--- config.mk ---
export PLATFORM = sky130hd
export DESIGN_NAME = gate_actuator
export DESIGN_NICKNAME = d
export VERILOG_FILES = /design/src/rtl/gate_actuator.sv
export SDC_FILE = /design/constraint.sdc
export NUM_CORES = 1
export LEC_CHECK = 0
export ABC_AREA = 1
export CORE_AREA = 2 2 62 46
export CTS_CLUSTER_DIAMETER = 80
export DETAILED_ROUTE_END_ITERATION = 10
export DIE_AREA = 0 0 64 48
export GPL_TIMING_DRIVEN = 0
export HOLD_SLACK_MARGIN = 0.08
export PLACE_DENSITY = 0.7
export SLEW_MARGIN = 20
export SYNTH_ARGS = -nofsm -noshare
export SYNTH_HDL_FRONTEND = slang
export SYNTH_SLANG_ARGS = --single-unit
--- constraint.sdc ---
create_clock -name clk -period 5.34 [get_ports clk]
set_clock_uncertainty 0.15 [all_clocks]
set_input_delay 0.801 -clock clk [delete_from_list [all_inputs] [get_ports clk]]
set_output_delay 0.801 -clock clk [all_outputs]
set_load 0.01 [all_outputs]
--- src/rtl/gate_actuator.sv ---
// Parking entrance barrier controller: turns open/close commands into motor
// drive, supervised by limit switches, an obstruction sensor, per-move travel
// timeouts, a bounded obstruction-retry count and a latched fault.
module gate_actuator #(
  parameter int MAX_TRAVEL  = 32,
  parameter int RETRY_LIMIT = 2
) (
  input  logic clk,
  input  logic rst,
  input  logic open_cmd,
  input  logic close_cmd,
  input  logic lim_up,
  input  logic lim_down,
  input  logic obstruct,
  input  logic fault_clr,
  output logic motor_up,
  output logic motor_down,
  output logic gate_open,
  output logic gate_closed,
  output logic busy,
  output logic fault
);

  localparam int TW = $clog2(MAX_TRAVEL);
  localparam int RW = (RETRY_LIMIT > 0) ? $clog2(RETRY_LIMIT + 1) : 1;

  localparam logic [TW-1:0] TRAVEL_LAST = TW'(MAX_TRAVEL - 1);
  localparam logic [RW-1:0] RETRY_MAX   = RW'(RETRY_LIMIT);

  localparam logic [2:0] S_HOMING  = 3'd0;
  localparam logic [2:0] S_CLOSED  = 3'd1;
  localparam logic [2:0] S_OPENING = 3'd2;
  localparam logic [2:0] S_OPEN    = 3'd3;
  localparam logic [2:0] S_CLOSING = 3'd4;
  localparam logic [2:0] S_FAULT   = 3'd5;

  logic [2:0]    state_q, state_d;
  logic [TW-1:0] travel_q, travel_d;
  logic [RW-1:0] retry_q, retry_d;
  // {motor_up, motor_down, gate_open, gate_closed, busy, fault}
  logic [5:0]    out_q, out_d;

  logic timeout;
  logic moving_q, moving_d;

  assign timeout  = (travel_q == TRAVEL_LAST);
  assign moving_q = (state_q == S_HOMING) || (state_q == S_OPENING) ||
                    (state_q == S_CLOSING);
  assign moving_d = (state_d == S_HOMING) || (state_d == S_OPENING) ||
                    (state_d == S_CLOSING);

  // Next-state and retry bookkeeping; a limit switch always beats a timeout
  // because the limit test comes first in every motion state.
  always_comb begin
    state_d = state_q;
    retry_d = retry_q;
    if (state_q != S_FAULT && lim_up && lim_down) begin
      state_d = S_FAULT;
    end else begin
      case (state_q)
        S_HOMING: begin
          if (lim_down)               state_d = S_CLOSED;
          else if (obstruct || timeout) state_d = S_FAULT;
        end
        S_CLOSED: begin
          if (open_cmd)       state_d = S_OPENING;
          else if (!lim_down) state_d = S_HOMING;
        end
        S_OPENING: begin
          if (lim_up)       state_d = S_OPEN;
          else if (timeout) state_d = S_FAULT;
        end
        S_OPEN: begin
          if (!lim_up)                                  state_d = S_OPENING;
          else if (close_cmd && !open_cmd && !obstruct) state_d = S_CLOSING;
        end
        S_CLOSING: begin
          if (lim_down) begin
            state_d = S_CLOSED;
            retry_d = '0;
          end else if (open_cmd) begin
            state_d = S_OPENING;
          end else if (obstruct) begin
            if (retry_q == RETRY_MAX) begin
              state_d = S_FAULT;
            end else begin
              state_d = S_OPENING;
              retry_d = retry_q + 1'b1;
            end
          end else if (timeout) begin
            state_d = S_FAULT;
          end
        end
        S_FAULT: begin
          if (fault_clr) begin
            state_d = S_HOMING;
            retry_d = '0;
          end
        end
        default: state_d = S_FAULT;
      endcase
    end
  end

  // Travel counter restarts on entry to a motion state and counts while moving.
  always_comb begin
    travel_d = '0;
    if (moving_d && state_d != state_q) travel_d = '0;
    else if (moving_d && moving_q)      travel_d = travel_q + 1'b1;
  end

  // Output decode of the state being entered, so outputs land with the state.
  always_comb begin
    out_d = 6'b000000;
    case (state_d)
      S_HOMING:  out_d = 6'b010010;
      S_OPENING: out_d = 6'b100010;
      S_CLOSING: out_d = 6'b010010;
      S_OPEN:    out_d = 6'b001000;
      S_CLOSED:  out_d = 6'b000100;
      S_FAULT:   out_d = 6'b000001;
      default:   out_d = 6'b000001;
    endcase
  end

  // State, counters and registered outputs; reset forces homing with outputs low.
  always_ff @(posedge clk) begin
    if (rst) begin
      state_q  <= S_HOMING;
      travel_q <= '0;
      retry_q  <= '0;
      out_q    <= '0;
    end else begin
      state_q  <= state_d;
      travel_q <= travel_d;
      retry_q  <= retry_d;
      out_q    <= out_d;
    end
  end

  assign {motor_up, motor_down, gate_open, gate_closed, busy, fault} = out_q;

endmodule
==> run metrics <==
largest family of logic cells by synthesized area=simple AND/OR/NAND/NOR gates; Setup TNS=0 ps; area leader, netlist=dfxtp_1; Die Span Y=roughly 48 um; register area=roughly 320 sq um; post-synthesis compound-gate area fraction=under 10%; Synth area leaders=dfxtp_1, nand2_1, nor2_1; Synth Area in XOR/XNOR=1.84%; Ant. Diodes=0; Post-synth ARST share=0%; Slew Limit Fails=0; Root Driver=clkbuf_4; H-tree levels=1; met2 WL post-DR=around 780 um; multi-input gate area in the final layout=between 500 and 600 sq um; die area=around 3000 sq um; CP Class=in2reg; Reg clk slew, reported paths=approximately 90 ps; Final GP Congestion=between 0.8 and 0.9; Max Cap Viol=0; maximum VDD drop=0.140 mV; HP Class=reg2reg; Wirelength per Cell=~10 um; min Tclk post-route=2250 ps; later-pin clock latency in the skew report=approximately 280 ps; Least-Margin Pin Slew=between 300 and 400 ps; R2R cell count=12; top cell type's share of synthesized area=approximately a third; Post-Synth Simple-Gate Area=between 40% and 50%; clk sinks=16; CP startpoint kind=primary input; synth warn=0; nets@finish=roughly 160; Initial Util=between 30% and 40%; setup ws final=just over 3000 ps; total track usage=13.5%; WHS=306 ps; met3 wire length=~96 um; share of layout cells above drive strength 1=a little under a fifth; vias in the first global route=just over 700; Seq cells post-synth=16; row cnt=15; Synth-to-Final Area Change=22.0%; Fin. Hold Viols=0; final number of setup-violating endpoints=0; Crit path arrival time=roughly 2300 ps; period utilisation layout=42.2%; status=complete, no violations; pin count of the biggest net entering global routing=11; Post-Syn Area=approximately 950 sq um; area of the core=~2400 sq um; mux cell area share after synthesis=0%; Max Fclk=roughly 0.44 GHz; post-DP HPWL=between 1500 and 2000 um; average size of a mapped cell=around 7.0 sq um; Post-CTS Setup Repair Bufs=0; gr ovfl total=0; DR iter-0 viols=48; Detail Route Antenna Nets=0; deepest clock path buffer count=2; highest metal layer with signal wires=met4; Critical Path Sink Type=register; synth cell count leaders=nand2_1, nor2_1, inv_1; Initial DRT Pass Iterations=4; Post-synth EDFFs=0; leakage=0.544 nW; wire length on met1=between 900 and 1000 um; via count=roughly 870; die width=~64 um; Vias per Instance=around 4.7; IO Count=14; sequential area share after synthesis=33.7%; Max Fanout on Critical Path=5; syn nets=around 150; first-pass GRT wire length=around 3100 um; CTS resizes=0; TritonCTS clock tree=built; top-count cell post-synth=nand2_1; top_reg_cell synth=dfxtp_1; hold path cells=1; routed wire length=about 1900 um; pre-CTS WS=roughly 2800 ps; Hold Buf Count CTS=0; IO buf count=13; Num CTS Buffers=3; Cells after Synth=between 100 and 150; Critical Path RT=~5400 ps; initial antenna violation count=0; Post-Synth Adder-Cell Area=3.95%; RSZ-0062 raised after global routing=false; Fill cells=250; slew margin rel.=77.3%; Remaining DRCs=0; synth unique cells=25; pwr/cell area=302 nW/um^2
where the power goes:
| part | total (W) | internal [W] | switching (W) |
|---|---|---|---|
| Combinational | 0.000126 | 0.0000520 | 0.0000742 |
| Sequential | 0.000145 | 0.000135 | 0.0000108 |
| Clock | 0.0000785 | 0.0000415 | 0.0000370 |
critical path, cell delays in order:
cell and delay (ps):
clkdlybuf4s50_1 580, inv_1 130, nand4_1 160, nor2_1 50, nor2_1 180, nand3_1 100, nand2_1 110, nand3_4 120
nor2_2 90
sequential cells by signal, summed over array words and instances, names as in the netlist:
name / count
retry_q: 2
travel_q: 5
out_q: 6
state_q: 3
per-stage QoR:
| step | total power [W] | utilization (%) | instance area, sq um | cells |
|---|---|---|---|---|
| after CTS | 0.000354 | 47.9 | 1160 | 186 |
| final | 0.000350 | 47.9 | 1160 | 186 |
| after floorplan | 0.000236 | - | 950 | 135 |
| after detailed placement | 0.000275 | 46.4 | 1120 | 182 |
| after global routing | 0.000377 | 47.9 | 1160 | 186 |
| after global placement | 0.000272 | 46.4 | 1120 | 182 |
cell usage in the layout (no fill, tap or decap), drive strengths merged:
cell	netlist	layout
a211oi	1	1
a21boi	1	1
a21oi	4	4
and3	1	1
buf	1	1
clkbuf	0	4
clkdlybuf4s50	0	13
dfxtp	16	16
ha	3	3
inv	21	21
nand2	27	27
nand3	16	16
nand4	2	2
nor2	31	31
nor3	5	5
nor3b	1	1
o21ai	2	2
o21bai	1	1
xnor2	1	1
xor2	1	1
cells by family after synthesis:
family,Yosys count
AND/OR/NAND/NOR,83
buffers and inverters,22
flip-flops,16
AO/OA/AOI/OAI,9
adder cells (fa/ha/maj),3
XOR/XNOR,2
per-layer routing:
| metal | global-route usage [%] | vias to the layer above |
|---|---|---|
| met5 | 0 | - |
| met4 | 3.91 | 0 |
| met3 | 4.24 | 2 |
| met2 | 21.5 | 18 |
| met1 | 18.1 | 387 |
| li1 | - | 460 |
worst paths after layout:
path	end	slack, ps	from
setup / recovery	travel_q[0]	3090	lim_down
setup reg to reg	travel_q[0]	3270	travel_q[0]
hold / removal	travel_q[0]	310	travel_q[0]
hold reg to reg	travel_q[0]	310	travel_q[0]
layout make-up:
cell class                 instances  area share [%]
multi-input combinational         97            46.5
timing repair buffer              13            11.2
inverter                          21            6.80
clock buffer                       4            3.13
buffer                             1           0.972
sequential                        16            27.6
tap                               34            3.67
(Power assumes the default switching activity.)
